**src/rtl/ram_write_arbiter.sv**
```systemverilog
// ram_write_arbiter: four-requester round-robin arbiter in front of a single RAM write port.
// Grants are combinational on req_ready; the winning write is registered onto
// we/write_addr/DI/grant_id one cycle later.
// Optional feature: define RAM_INIT_CLEAR_EN to add an INIT state that clears every
// RAM word (one write per cycle, ascending) after each reset before arbitration starts.
module ram_write_arbiter #(
   parameter int unsigned ADDR_W = 6,
   parameter int unsigned DATA_W = 16
) (
   input  logic                  CLK,
   input  logic                  RST,
   input  logic [3:0]            req_valid,
   input  logic [4*ADDR_W-1:0]   req_addr,
   input  logic [4*DATA_W-1:0]   req_data,
   output logic [3:0]            req_ready,
   output logic                  we,
   output logic [ADDR_W-1:0]     write_addr,
   output logic [DATA_W-1:0]     DI,
   output logic [1:0]            grant_id,
   output logic                  busy,
   output logic [7:0]            conflict_cnt
);

   logic                arb_en;     // arbitration allowed this cycle
   logic                init_we;    // clear sweep issues a write this cycle
   logic [ADDR_W-1:0]   init_addr;

   logic                we_q, we_d;
   logic [ADDR_W-1:0]   addr_q, addr_d;
   logic [DATA_W-1:0]   data_q, data_d;
   logic [1:0]          gid_q, gid_d;
   logic [1:0]          last_q, last_d;
   logic [7:0]          cnt_q, cnt_d;

   logic                xfer;
   logic [1:0]          grant_idx;
   logic [1:0]          cand;

`ifdef RAM_INIT_CLEAR_EN
   typedef enum logic [0:0] {StInit, StArb} state_e;

   state_e              state_q, state_d;
   logic [ADDR_W-1:0]   sweep_q, sweep_d;

   // State and sweep counter; reset always restarts the sweep at address 0
   always_ff @(posedge CLK) begin
      if (RST) begin
         state_q <= StInit;
         sweep_q <= '0;
      end else begin
         state_q <= state_d;
         sweep_q <= sweep_d;
      end
   end

   // Next state: sweep every address once, then hand over to arbitration
   always_comb begin
      state_d = state_q;
      sweep_d = sweep_q;
      init_we = 1'b0;
      unique case (state_q)
         StInit: begin
            init_we = 1'b1;
            sweep_d = sweep_q + 1'b1;
            if (sweep_q == '1) state_d = StArb;
         end
         StArb: ;
         default: state_d = StArb;
      endcase
   end

   assign init_addr = sweep_q;
   assign busy      = (state_q == StInit);
   assign arb_en    = (state_q == StArb) && !RST;
`else
   assign init_we   = 1'b0;
   assign init_addr = '0;
   assign busy      = 1'b0;
   assign arb_en    = !RST;
`endif

   // Round-robin pick starting after the last granted requester; nothing granted in reset
   always_comb begin
      req_ready = '0;
      grant_idx = '0;
      xfer      = 1'b0;
      cand      = '0;
      if (arb_en) begin
         for (int k = 1; k <= 4; k++) begin
            cand = last_q + 2'(k);
            if (!xfer && req_valid[cand]) begin
               xfer      = 1'b1;
               grant_idx = cand;
            end
         end
      end
      if (xfer) req_ready[grant_idx] = 1'b1;
   end

   // Next write-port contents, priority pointer and conflict counter
   always_comb begin
      we_d   = 1'b0;
      addr_d = addr_q;
      data_d = data_q;
      gid_d  = gid_q;
      last_d = last_q;
      cnt_d  = cnt_q;
      if (init_we) begin
         we_d   = 1'b1;
         addr_d = init_addr;
         data_d = '0;
         gid_d  = '0;
      end else if (xfer) begin
         we_d   = 1'b1;
         addr_d = req_addr[int'(grant_idx)*ADDR_W +: ADDR_W];
         data_d = req_data[int'(grant_idx)*DATA_W +: DATA_W];
         gid_d  = grant_idx;
         last_d = grant_idx;
      end
      if (arb_en && ($countones(req_valid) >= 2) && (cnt_q != 8'hFF)) cnt_d = cnt_q + 8'd1;
   end

   // Registered outputs; reset drops any write that would have been issued
   always_ff @(posedge CLK) begin
      if (RST) begin
         we_q   <= 1'b0;
         addr_q <= '0;
         data_q <= '0;
         gid_q  <= '0;
         last_q <= 2'd3;
         cnt_q  <= '0;
      end else begin
         we_q   <= we_d;
         addr_q <= addr_d;
         data_q <= data_d;
         gid_q  <= gid_d;
         last_q <= last_d;
         cnt_q  <= cnt_d;
      end
   end

   assign we           = we_q;
   assign write_addr   = addr_q;
   assign DI           = data_q;
   assign grant_id     = gid_q;
   assign conflict_cnt = cnt_q;

endmodule

```
**config.mk**
```make
export PLATFORM = sky130hd
export DESIGN_NAME = ram_write_arbiter
export DESIGN_NICKNAME = d
export VERILOG_FILES = /design/src/rtl/ram_write_arbiter.sv
export SDC_FILE = /design/constraint.sdc
export NUM_CORES = 1
export LEC_CHECK = 0
export ABC_CLOCK_PERIOD_IN_PS = 3700
export CAP_MARGIN = 20
export CORE_MARGIN = 2
export CORE_UTILIZATION = 60
export CTS_CLUSTER_DIAMETER = 120
export DETAILED_ROUTE_END_ITERATION = 6
export DONT_BUFFER_PORTS = 1
export PLACE_DENSITY_LB_ADDON = 0.05
export SYNTH_ARGS = -nofsm -noshare
export SYNTH_HDL_FRONTEND = slang
export SYNTH_SLANG_ARGS = --single-unit
```
**constraint.sdc**
```tcl
create_clock -name CLK -period 3.7 [get_ports CLK]
set_clock_uncertainty 0.1 [all_clocks]
set_input_delay 0.74 -clock CLK [delete_from_list [all_inputs] [get_ports CLK]]
set_output_delay 0.74 -clock CLK [all_outputs]
set_load 0.01 [all_outputs]
```
==> results.yml, run 1 <==
outcome:
  status: "finished clean"
timing:
  fmax_mhz: 334
  drv_slew: 0
  layout_min_cycle_time_ns: 3.00
  relSlewSlack_pct: 40.6
  worst_hold_slack_ns: 0.399
  setup_viol: 0
  tightest_slew_ns: 0.891
  hold_violations: 0
  fin_tns_setup_ns: 0
  fin_crit_sh_pct: 81.0
  rsz0062_at_grt: "false"
  fin_ws_ns: 0.702
cts:
  hold_buffers: 0
  clockRootBuffer: "clkbuf_8"
  clock_path_buffers: 2
  clock_latency_ns: 0.28
  cts_resized: 0
  cts_made_buffers: 5
  cts_setup_buffers: 0
  htree_levels: 2
  clock-sinks: 35
  clkTransAtPathRegs_ns: 0.06
  cts_tree: "done"
pwr:
  ir_worst_vdd_mv: 0.212
  p_per_area_mw_per_mm2: 417
  leakagePower_nw: 0.882
  finalPower_mw: 0.953
floorplan:
  rows: 22
  io_pins: 132
  dieWidth_um: 64.7
  dieHeight_um: 64.7
  design.core.area_mm2: 0.00361
  die-area_mm2: 0.00418
  start_util_pct: 61.2
logic_synthesis:
  yosys_warnings: 0
  synthAdderAreaFrac_pct: 1.47
  synthArstFlopShare_pct: 0
  syn-num-nets: 345
  synth_compound_area_share_pct: 33.1
  synth_area_per_cell_um2: 8.87
  synth-seq-cells: 35
  synth_top_family_by_area: "compound AO/OA/AOI/OAI gates"
  netlist_instances: 249
  synth_mux_area_share_pct: 10.1
  synthFlopType: "dfxtp_1"
  synth_edf_count: 0
  synth_top_cells_by_area: "dfxtp_1, mux2i_1, a211oi_1"
  synth_area_leader_cell: "dfxtp_1"
  yosysSeqAreaShare_pct: 31.7
  ys_types: 52
  synth-xor-area-share_pct: 2.38
  yosys.area_share.simple_pct: 15.6
  yosysTopAreaCellShare_pct: 31.7
  netlist_area_mm2: 0.00221
critical_path:
  critPathMaxStageDelay_ns: 0.77
  cp_max_fo: 15
  start_kind: "primary input"
  worstSetupPathType: "in2out"
  cp_cell_sequence: "nor2b_4, o21a_1, o31ai_4, and2_1"
  critPathRequiredTime_ns: 2.86
  critical-path-top-delay-family: "compound AO/OA/AOI/OAI gates"
  worstPathArrival_ns: 2.16
  rrSetupSlack_ns: 1.26
  cp-end-kind: "output pin"
  path_buf_inv: 0
  slowest_stage: "o31ai_4"
cells_and_area:
  fillCellCount: 330
  diodes: 0
  regArea_um2: 701
  area_growth_pct: 3.51
  stdcell_count: 288
  fin_util_pct: 63.4
  multiInputGateArea_mm2: 0.00139
  drive_gt1_share_pct: 9.58
  fin_area_mm2: 0.00229
  final_nets: 337
routing:
  detail-route-antenna-nets: 0
  firstDrtPassIters: 4
  wire_per_inst_um: 20.1
  via_per_inst: 6.98
  drc: 0
  vias: 2010
  wl_met2_um: 2850
  drtIter0Drc: 108
  top_layer: "met4"
  routed_wl_um: 5800
  met1_length_um: 2330
  dr_wl_met3_um: 564
placement:
  postPlaceCellArea_mm2: 0.00221
  place_ws_ns: 0.684
  hpwl_um: 4210
  dp_cells: 282
  place_congestion: 0.829
  port_buffers: 0
global_routing:
  grt_pass1_vias: 1921
  grt_max_degree: 42
  grt.total_usage_pct: 28.0
  grt_pass1_wl_um: 9250
  grt_antenna_before_repair: 0
  overflow: 0
run:
  maxCapViolations: 0
min_path:
  hp-class: "reg2reg"
-- sequential cells by signal, indices dropped and copies added, names as in the netlist --
register,count
last_q,2
write_addr,6
conflict_cnt,8
grant_id,2
we,1
DI,16
-- cells in the final DEF (no fill, tap or decap), drive strengths merged, types with 2 or more instances in the layout --
| master | instances |
|---|---|
| nor2 | 38 |
| dfxtp | 35 |
| mux2i | 20 |
| a211oi | 20 |
| a2111oi | 19 |
| o31a | 11 |
| nand2 | 9 |
| o311a | 8 |
| buf | 7 |
| xor2 | 6 |
| a21oi | 6 |
| clkbuf | 6 |
| o21ai | 5 |
| nand4 | 4 |
| nor3 | 4 |
| o31ai | 4 |
| and2 | 3 |
| nand2b | 3 |
| inv | 3 |
| a31oi | 3 |
| o211ai | 2 |
| nand3 | 2 |
| mux2 | 2 |
| a211o | 2 |
| nor2b | 2 |
-- synth_stat cells (2+ instances only) --
library cell  count
inv_1             3
dfxtp_1          35
o31a_1           11
o311a_1           8
nor3_1            3
nand3_1           2
xor2_1            6
nand2b_1          3
and2_1            3
a31oi_1           2
mux2i_1          20
nand4_1           4
clkbuf_1         17
o21ai_0           5
buf_2             2
o31ai_1           2
a211oi_1         20
a2111oi_1         7
mux2_2            2
o211ai_1          2
a211o_1           2
a21oi_1           5
a2111oi_0        11
nand2_1           9
nor2_1           38
-- worst register-to-register path, delay by kind of cell (launching register included) --
kind             cells  cell delay (ns)
AND/OR/NAND/NOR      1             0.07
multiplexers         1             0.42
flip-flops           1             0.43
AO/OA/AOI/OAI        3             1.30
-- layout make-up --
type | count | share of cell area, %
Clock buffer | 6 | 3.17
Tap cell | 48 | 2.63
Multi-Input combinational cell | 189 | 60.8
Inverter | 3 | 0.493
Sequential cell | 35 | 30.7
Timing Repair Buffer | 7 | 2.30
-- kinds of logic (layout without fill, tap and decap cells) --
kind of cell,Yosys count,after routing
compound gates,86,86
simple gates,72,72
flops,35,35
buf+inv,25,16
mux,22,22
xor+xnor,6,6
fa+ha+maj,2,2
other cells,1,1
-- routing by layer --
metal,global-route usage [%],vias to the layer above
met5,0,-
met4,9.31,0
met3,9.20,6
met2,46.4,104
met1,34.4,953
li1,-,947
-- power by group --
| part | internal, mW | switching [mW] | leakage [nW] | total [mW] |
|---|---|---|---|---|
| Combinational | 0.0997 | 0.133 | 0.555 | 0.233 |
| Clock | 0.125 | 0.122 | 0.0371 | 0.248 |
| Sequential | 0.420 | 0.0520 | 0.290 | 0.472 |
| Total | 0.645 | 0.307 | 0.882 | 0.953 |
-- path summary, 6_finish.rpt --
kind,start,endpoint,depth (start not counted)
max,req_valid[3],req_ready[2],4
min,grant_id[1],grant_id[1],2
max reg2reg,last_q[0],DI[2],5
min reg2reg,grant_id[1],grant_id[1],2
No activity file was read; power rests on OpenSTA's default activity.
==> inputs of run 2 (changes only) <==
--- a/config.mk
+++ b/config.mk
@@ -5,7 +5,7 @@
 export SDC_FILE = /design/constraint.sdc
 export NUM_CORES = 1
 export LEC_CHECK = 0
-export ABC_CLOCK_PERIOD_IN_PS = 3700
+export ABC_CLOCK_PERIOD_IN_PS = 3000
 export CAP_MARGIN = 20
 export CORE_MARGIN = 2
 export CORE_UTILIZATION = 60
==> constraint.sdc (replaced) <==
create_clock -name CLK -period 3 [get_ports CLK]
set_clock_uncertainty 0.1 [all_clocks]
set_input_delay 0.6 -clock CLK [delete_from_list [all_inputs] [get_ports CLK]]
set_output_delay 0.6 -clock CLK [all_outputs]
set_load 0.01 [all_outputs]
==> run 2 against run 1 <==
  * Via count about the same
  * Combinational power up 23%
  * Sequential power up 23%
  * Total power up 30%
  * Critical path type is now reg2out
==> results.yml, run 2 (synthesis results as in run 1) <==
cts:
  cts_resized: 0
  clock-sinks: 35
  clkTransAtPathRegs_ns: 0.06
  cts_made_buffers: 5
  cts_tree: "done"
  hold_buffers: 0
  clock_latency_ns: 0.28
  clockRootBuffer: "clkbuf_8"
  cts_setup_buffers: 0
  htree_levels: 2
  clock_path_buffers: 2
timing:
  fmax_mhz: 357
  fin_ws_ns: 0.200
  rsz0062_at_grt: "false"
  hold_violations: 0
  layout_min_cycle_time_ns: 2.80
  tightest_slew_ns: 0.897
  worst_hold_slack_ns: 0.284
  drv_slew: 0
  relSlewSlack_pct: 40.2
  fin_tns_setup_ns: 0
  setup_viol: 0
  fin_crit_sh_pct: 93.3
floorplan:
  start_util_pct: 61.2
  die-area_mm2: 0.00418
  rows: 22
  io_pins: 132
  dieWidth_um: 64.7
  dieHeight_um: 64.7
  design.core.area_mm2: 0.00361
pwr:
  finalPower_mw: 1.24
  ir_worst_vdd_mv: 0.282
  p_per_area_mw_per_mm2: 532
  leakagePower_nw: 0.906
global_routing:
  grt_pass1_wl_um: 8790
  overflow: 0
  grt_pass1_vias: 1898
  grt.total_usage_pct: 27.0
  grt_antenna_before_repair: 0
  grt_max_degree: 42
cells_and_area:
  drive_gt1_share_pct: 11.1
  diodes: 0
  largest_reg_flops: 16
  final_nets: 339
  area_growth_pct: 5.44
  final_cell_mix: "nor2_1, dfxtp_1, mux2i_1, a211oi_1"
  stdcell_count: 292
  final_common_cell: "nor2_1"
  fillCellCount: 299
routing:
  routed_wl_um: 5840
  firstDrtPassIters: 4
  detail-route-antenna-nets: 0
  vias: 2012
  drc: 0
  drtIter0Drc: 125
  via_per_inst: 6.89
  wire_per_inst_um: 20.0
placement:
  dp_cells: 284
  place_congestion: 0.829
  place_ws_ns: 0.252
  hpwl_um: 4240
  port_buffers: 0
critical_path:
  cp_max_fo: 15
  worstSetupPathType: "reg2out"
  cp-end-kind: "output pin"
  r2r_cells: 6
  critPathRequiredTime_ns: 2.30
  start_kind: "flop"
  worstPathArrival_ns: 2.10
min_path:
  hp-class: "in2reg"
  worstHoldPathCells: 1
run:
  maxCapViolations: 0
outcome:
  status: "finished clean"
==> run 2: changes by cell type in the layout (fill, tap and decap cells not counted), sizes merged <==
cell    previous run  this run
buf                7         9
clkbuf             6         8
==> run 2: layout make-up <==
type | instances | area (µm²) | share of cell area (%)
Inverter | 3 | 11.3 | 0.484
Multi-Input combinational cell | 189 | 1390 | 59.6
Timing Repair Buffer | 9 | 67.6 | 2.90
Sequential cell | 35 | 701 | 30.1
Clock buffer | 8 | 100 | 4.30
Tap cell | 48 | 60.1 | 2.58
==> run 2: final timing paths <==
path | start | endpoint | slack (ns)
setup / recovery | last_q[0] | req_ready[2] | 0.20
hold / removal | RST | conflict_cnt[0] | 0.28
setup reg to reg | last_q[0] | DI[15] | 0.50
hold reg to reg | grant_id[0] | grant_id[0] | 0.41
==> run 2: metrics by stage <==
stage	utilization [%]	area, µm²
2_1_floorplan	-	2210
3_3_place_gp	61.8	2230
3_5_place_dp	61.8	2230
4_1_cts	64.6	2330
5_1_grt	64.6	2330
6_report	64.6	2330
==> run 2: critical path, stage by stage, from the launching register on <==
cell and delay, ns:
dfxtp_1 0.44, nor2b_4 0.07, o21a_1 0.23, o31ai_4 0.77
and2_1 0.30
==> run 2: routing by layer <==
metal / global-route usage [%] / up-vias / part of all wire [%]
li1: - / 957 / -
met1: 31.3 / 940 / 39
met5: 0 / - / 0
met4: 7.18 / 0 / 1.0
met2: 46.5 / 105 / 50
met3: 10.6 / 10 / 10
==> run 2: power breakdown <==
group | switching, mW | leakage [nW] | internal (mW)
clock network | 0.159 | 0.0515 | 0.209
logic | 0.162 | 0.565 | 0.124
registers | 0.0645 | 0.290 | 0.518
